===== src/rtl/alu_seq_pkg.sv =====
`default_nettype none
// ============================================================================
// Module      : alu_seq_pkg
// Description : Shared opcode encodings, controller states and default
//               execute latencies for the ALU sequencer.
// Revision    : 1.0 - initial release
// ============================================================================
package alu_seq_pkg;

    // Opcode encodings presented on cmd_op / alu_op
    localparam logic [3:0] OP_NOP  = 4'd0;
    localparam logic [3:0] OP_ADD  = 4'd1;
    localparam logic [3:0] OP_SUB  = 4'd2;
    localparam logic [3:0] OP_MULT = 4'd3;
    localparam logic [3:0] OP_DIV  = 4'd4;
    localparam logic [3:0] OP_SLL  = 4'd5;
    localparam logic [3:0] OP_SRL  = 4'd6;
    localparam logic [3:0] OP_AND  = 4'd7;
    localparam logic [3:0] OP_OR   = 4'd8;
    localparam logic [3:0] OP_XOR  = 4'd9;
    localparam logic [3:0] OP_NOT  = 4'd10;
    localparam logic [3:0] OP_NAND = 4'd11;
    localparam logic [3:0] OP_NOR  = 4'd12;

    // Default execute latencies for the multi-cycle operations
    localparam int DEF_MUL_LAT = 2;
    localparam int DEF_DIV_LAT = 4;

    typedef enum logic [1:0] {
        ST_IDLE = 2'd0,
        ST_EXEC = 2'd1,
        ST_RESP = 2'd2
    } state_t;

    // Opcodes 13..15 have no defined operation
    function automatic logic op_is_legal(input logic [3:0] op);
        return (op <= OP_NOR);
    endfunction

endpackage
`default_nettype wire


===== src/rtl/alu_seq_lat_cnt.sv =====
`default_nettype none
// ============================================================================
// Module      : alu_seq_lat_cnt
// Description : Execute-latency down-counter. Loaded with L-1 at command
//               acceptance, decremented while executing, flags zero.
// Revision    : 1.0 - initial release
// ============================================================================
module alu_seq_lat_cnt #(
    parameter int CNT_W = 2
) (
    input  logic             CLK,
    input  logic             reset,
    input  logic             load,
    input  logic [CNT_W-1:0] load_val,
    input  logic             dec,
    output logic             zero
);

    logic [CNT_W-1:0] count;

    // Load has priority; decrement saturates at zero
    always_ff @(posedge CLK) begin
        if (reset) begin
            count <= '0;
        end else if (load) begin
            count <= load_val;
        end else if (dec && (count != '0)) begin
            count <= count - CNT_W'(1);
        end
    end

    assign zero = (count == '0);

endmodule
`default_nettype wire


===== src/rtl/alu_sequencer.sv =====
`default_nettype none
// ============================================================================
// Module      : alu_sequencer
// Description : Command sequencer for an external combinational ALU. Accepts
//               a command, holds operands on the ALU bus for the opcode's
//               latency, captures the result, and presents it on a
//               valid/ready response port. Maintains an accumulator.
// Revision    : 1.0 - initial release
// ============================================================================
module alu_sequencer
    import alu_seq_pkg::*;
#(
    parameter int W       = 16,
    parameter int MUL_LAT = DEF_MUL_LAT,
    parameter int DIV_LAT = DEF_DIV_LAT
) (
    input  logic           CLK,
    input  logic           reset,
    input  logic           cmd_valid,
    output logic           cmd_ready,
    input  logic [3:0]     cmd_op,
    input  logic [W-1:0]   cmd_a,
    input  logic [W-1:0]   cmd_b,
    input  logic           cmd_acc,
    input  logic           acc_clr,
    output logic [W-1:0]   alu_a,
    output logic [W-1:0]   alu_b,
    output logic [3:0]     alu_op,
    input  logic [2*W-1:0] alu_result,
    output logic           res_valid,
    input  logic           res_ready,
    output logic [2*W-1:0] res_data,
    output logic           res_ovf,
    output logic           res_err,
    output logic [W-1:0]   acc,
    output logic           busy
);

    localparam int MAX_LAT = (MUL_LAT > DIV_LAT) ? MUL_LAT : DIV_LAT;
    localparam int CNT_W   = (MAX_LAT > 1) ? $clog2(MAX_LAT) : 1;
    localparam logic [CNT_W-1:0] MUL_LD = CNT_W'(MUL_LAT - 1);
    localparam logic [CNT_W-1:0] DIV_LD = CNT_W'(DIV_LAT - 1);

    state_t           state;
    state_t           state_nxt;
    logic [3:0]       op_q;
    logic [W-1:0]     a_q;
    logic [W-1:0]     b_q;
    logic [W-1:0]     a_sel;
    logic             accept;
    logic             is_nop;
    logic             div_zero;
    logic             err_start;
    logic             exec_start;
    logic [CNT_W-1:0] lat_ld;
    logic             cnt_zero;
    logic             capture;
    logic             release_rsp;
    logic             ovf;

    assign cmd_ready   = (state == ST_IDLE);
    assign busy        = (state != ST_IDLE);
    assign accept      = cmd_valid && cmd_ready;
    assign is_nop      = (cmd_op == OP_NOP);
    assign div_zero    = (cmd_op == OP_DIV) && (cmd_b == '0);
    assign err_start   = accept && (!op_is_legal(cmd_op) || div_zero);
    assign exec_start  = accept && !is_nop && op_is_legal(cmd_op) && !div_zero;
    assign a_sel       = cmd_acc ? acc : cmd_a;
    assign capture     = (state == ST_EXEC) && cnt_zero;
    assign release_rsp = (state == ST_RESP) && res_ready;

    // ALU bus carries the registered command only while executing
    assign alu_op = (state == ST_EXEC) ? op_q : 4'd0;
    assign alu_a  = (state == ST_EXEC) ? a_q  : '0;
    assign alu_b  = (state == ST_EXEC) ? b_q  : '0;

    // Counter preload is L-1 so that zero marks the final execute cycle
    always_comb begin
        lat_ld = '0;
        if (cmd_op == OP_MULT) begin
            lat_ld = MUL_LD;
        end else if (cmd_op == OP_DIV) begin
            lat_ld = DIV_LD;
        end
    end

    alu_seq_lat_cnt #(
        .CNT_W (CNT_W)
    ) u_lat_cnt (
        .CLK      (CLK),
        .reset    (reset),
        .load     (exec_start),
        .load_val (lat_ld),
        .dec      (state == ST_EXEC),
        .zero     (cnt_zero)
    );

    // Overflow is judged on the registered operands and the live ALU result
    always_comb begin
        ovf = 1'b0;
        case (op_q)
            OP_ADD:  ovf = alu_result[W];
            OP_SUB:  ovf = (a_q < b_q);
            OP_MULT: ovf = |alu_result[2*W-1:W];
            default: ovf = 1'b0;
        endcase
    end

    // State register
    always_ff @(posedge CLK) begin
        if (reset) begin
            state <= ST_IDLE;
        end else begin
            state <= state_nxt;
        end
    end

    // Next-state: errors bypass EXEC, NOP stays idle
    always_comb begin
        state_nxt = state;
        case (state)
            ST_IDLE: begin
                if (err_start) begin
                    state_nxt = ST_RESP;
                end else if (exec_start) begin
                    state_nxt = ST_EXEC;
                end
            end
            ST_EXEC: begin
                if (cnt_zero) begin
                    state_nxt = ST_RESP;
                end
            end
            ST_RESP: begin
                if (res_ready) begin
                    state_nxt = ST_IDLE;
                end
            end
            default: state_nxt = ST_IDLE;
        endcase
    end

    // Operand capture, response registers and accumulator
    always_ff @(posedge CLK) begin
        if (reset) begin
            op_q      <= 4'd0;
            a_q       <= '0;
            b_q       <= '0;
            res_valid <= 1'b0;
            res_data  <= '0;
            res_ovf   <= 1'b0;
            res_err   <= 1'b0;
            acc       <= '0;
        end else begin
            if (accept) begin
                op_q <= cmd_op;
                a_q  <= a_sel;
                b_q  <= cmd_b;
            end

            if (err_start) begin
                res_valid <= 1'b1;
                res_err   <= 1'b1;
                res_ovf   <= 1'b0;
                res_data  <= div_zero ? {(2*W){1'b1}} : '0;
            end else if (capture) begin
                res_valid <= 1'b1;
                res_err   <= 1'b0;
                res_ovf   <= ovf;
                res_data  <= alu_result;
            end else if (release_rsp) begin
                res_valid <= 1'b0;
            end

            if (acc_clr) begin
                acc <= '0;
            end else if (capture) begin
                acc <= alu_result[W-1:0];
            end
        end
    end

endmodule
`default_nettype wire


===== config.mk =====
export PLATFORM = sky130hd
export DESIGN_NAME = alu_sequencer
export DESIGN_NICKNAME = d
export VERILOG_FILES = /design/src/rtl/alu_seq_pkg.sv /design/src/rtl/alu_seq_lat_cnt.sv /design/src/rtl/alu_sequencer.sv
export SDC_FILE = /design/constraint.sdc
export NUM_CORES = 1
export LEC_CHECK = 0
export ABC_AREA = 1
export ABC_CLOCK_PERIOD_IN_PS = 1300
export CORE_MARGIN = 2
export CORE_UTILIZATION = 49
export DETAILED_ROUTE_END_ITERATION = 6
export DONT_BUFFER_PORTS = 1
export GPL_ROUTABILITY_DRIVEN = 0
export PLACE_DENSITY = 0.7
export SYNTH_ARGS = -nofsm -noshare
export SYNTH_HDL_FRONTEND = slang
export SYNTH_SLANG_ARGS = --single-unit

===== constraint.sdc =====
create_clock -name CLK -period 1.3 [get_ports CLK]
set_input_delay 0.26 -clock CLK [delete_from_list [all_inputs] [get_ports CLK]]
set_output_delay 0.26 -clock CLK [all_outputs]
set_load 0.03 [all_outputs]

==> flow_metrics.tcl <==
set metrics [dict create \
    clock_skew_ns 0.0115 \
    drtIter0Drc 168 \
    syn_area_mm2 0.00448 \
    dpl.hpwl_um 9320 \
    fin_crit_ns 1.67 \
    antennaDiodeCount 0 \
    cts_made_buffers 9 \
    p_int_uw 5060 \
    ys_types 30 \
    ys_warn_count 0 \
    status "finished, violations left" \
    regArea_mm2 0.00184 \
    min_period_over_period 1.28 \
    postLayoutCellArea_mm2 0.00652 \
    clkTransAtPathRegs_ns 0.11 \
    p_sw_frac 0.368 \
    switching_power_uw 2950 \
    vdd_drop_max_mv 0.635 \
    die_w_um 99.6 \
    grtUsageTotal 0.273 \
    vias 4777 \
    clock-sinks 91 \
    worstPathMaxFanout 8 \
    grt_max_degree 44 \
    slew_headroom 0.696 \
    start_util 0.508 \
    netlist_instances 672 \
    startpoint_type "flop" \
    yosysTopAreaCell "dfxtp_1" \
    maxSlewViolCount 0 \
    p_per_area_mw_per_mm2 1230 \
    synth_seq_area_share 0.407 \
    synth_edf_count 0 \
    pwr-share-seq 0.444 \
    max_slew.worst_pin.slew_ns 0.455 \
    yosys-top-cells-count "nor2_1 (174), nand2_1 (104), dfxtp_1 (91), o21ai_0 (77), inv_1 (70)" \
    grt_pass1_wl_um 21700 \
    drtPass1Iterations 5 \
    synth.most_common_cell "nor2_1" \
    fmax_mhz 599 \
    grt_pass1_vias 4554 \
    place_area_mm2 0.00530 \
    drc_errors 0 \
    leakage_uw 0.00295 \
    antenna_found_initial 0 \
    synth-seq-cells 91 \
    violations "negative setup slack" \
    layout-drive-gt1-share 0.350 \
    synthTopCellsByArea "dfxtp_1 (41%), nor2_1 (15%), nand2_1 (8.7%), o21ai_0 (8.6%), a21oi_1 (6.9%)" \
    fin_ws_ns -0.370 \
    multi_input_area_mm2 0.00277 \
    die_area_mm2 0.00992 \
    nFillCells 669 \
    end_kind "flop" \
    setup_violations 129 \
    die-height_um 99.6 \
    syn_avg_cell_area_um2 6.66 \
    pre_cts_ws_ns -0.266 \
    area_growth_pct 45.7 \
    whs_ns 0.0204 \
    cts-root-buf "clkbuf_8" \
    drt-wirelength-per-cell_um 16.9 \
    fin_cells 874 \
    wirelength_um 14800 \
    drv_cap 0 \
    dp.cells 828 \
    cts_tree "yes" \
    setup_tns_ns -31.38 \
    yosys_most_used_dff "dfxtp_1" \
    hold_class "in -> reg" \
    rsz0062_at_grt "yes" \
    vias_per_cell 5.47 \
    synth_top_area_frac 0.407 \
    htree_levels 3 \
    finalHoldViolCount 0 \
    boundaryPins 163 \
    row_count 34 \
    clock_latency_ns 0.37 \
    clockBufferDepth 2 \
    io_buffers 0 \
    ys_async_sr_fraction 0 \
    p_comb_frac 0.294 \
    worstSetupPathType "reg -> reg" \
    crit_required_ns 1.61 \
    ant_nets 0 \
    grt_overflow_total 0 \
    finalNetCount 851 \
    syn_nets 762 \
    core_mm2 0.00881 \
    power_frac_clock 0.262 \
    cp.arrival_ns 1.98 \
]
==> cell families after synthesis <==
| logic type | Yosys count | synth area share |
|---|---|---|
| buffers and inverters | 112 | 0.103 |
| and+or+nand+nor | 300 | 0.271 |
| DFF | 91 | 0.407 |
| adders and majority gates | 16 | 0.0447 |
| AOI/OAI and AO/OA | 152 | 0.172 |
| xor gates and xnor gates | 1 | 0.00196 |
==> critical path, stage by stage (launching register included) <==
cell and delay (ns):
dfxtp_2 0.34, buf_4 0.13, buf_6 0.11, nor2_4 0.12, buf_6 0.12, nand2_8 0.06
clkinv_8 0.07, buf_12 0.09, nand3b_4 0.14, clkbuf_16 0.22, nand2_4 0.08, nor2_4 0.03
nor2_1 0.09
==> layer usage <==
metal  track usage  wire [um]  vias up
li1              -          -     2296
met1         0.332       5920     2245
met2         0.462       7280      206
met3        0.0689       1180       30
met4         0.109        365        0
met5             0          0        -
==> flip-flops by register name, summed over array words and instances, names as in the netlist <==
register / flops
a_q: 16
acc: 16
b_q: 16
op_q: 4
res_data: 32
res_err: 1
res_ovf: 1
res_valid: 1
state: 2
u_lat_cnt.count: 2
==> final timing paths <==
kind / startpoint / to / slack, ns / cells past startpoint
max: state[0] / res_data[30] / -0.37 / 12
min: alu_result[7] / acc[7] / 0.02 / 2
max reg2reg: state[0] / res_data[30] / -0.37 / 12
min reg2reg: op_q[3] / op_q[3] / 0.49 / 2
==> power by group through the flow <==
stage	combinational [uW]	sequential [uW]	clock, uW
finish	2360	3550	2100
CTS	2120	3540	2110
global placement	1610	3580	0
detailed placement	1660	3590	0
floorplan	1160	3550	0
global route	2560	3580	2210
==> placed cells by master, fill, tap and decap left out, types with 3 or more instances in the layout <==
master	n
buf_12	11
nand4_1	4
buf_4	60
dfxtp_2	10
a21oi_2	6
nand2_4	9
o21ai_0	23
nand2_2	16
inv_8	3
o21ai_1	51
o21ai_2	12
clkbuf_8	9
ha_4	7
ha_1	8
a21oi_1	56
nand2_8	3
nor2_4	30
inv_4	3
inv_1	60
nor2_1	125
inv_2	10
buf_6	33
clkbuf_16	4
nand3_1	4
inv_6	4
nor2_2	23
nand2_1	79
dfxtp_1	80
==> cell type report <==
class | count | area share
clock inverter | 7 | 0.0134
timing repair buffer | 111 | 0.185
clock buffer | 9 | 0.0190
multi-input combinational | 469 | 0.425
sequential | 91 | 0.282
inverter | 77 | 0.0504
timing repair inverter | 2 | 0.00479
tap | 108 | 0.0207
==> stage by stage <==
stage           util  total power, uW
2_1_floorplan      -             4720
3_3_place_gp   0.602             5190
3_5_place_dp   0.602             5250
4_1_cts        0.697             7770
5_1_grt        0.741             8340
6_report       0.741             8010
==> timing repair <==
| action | 4_1_cts | 5_1_grt |
|---|---|---|
| hold endpoints to repair | 3 | 0 |
| endpoints found under the setup margin | 73 | 129 |
| cloned | 4 | 5 |
| resized for setup | 157 | 64 |
| buffers inserted | 15 | 5 |
| pin swaps | 39 | 36 |
| hold buffers | 1 | 0 |
Note: power is estimated with default switching activity, not from simulation.
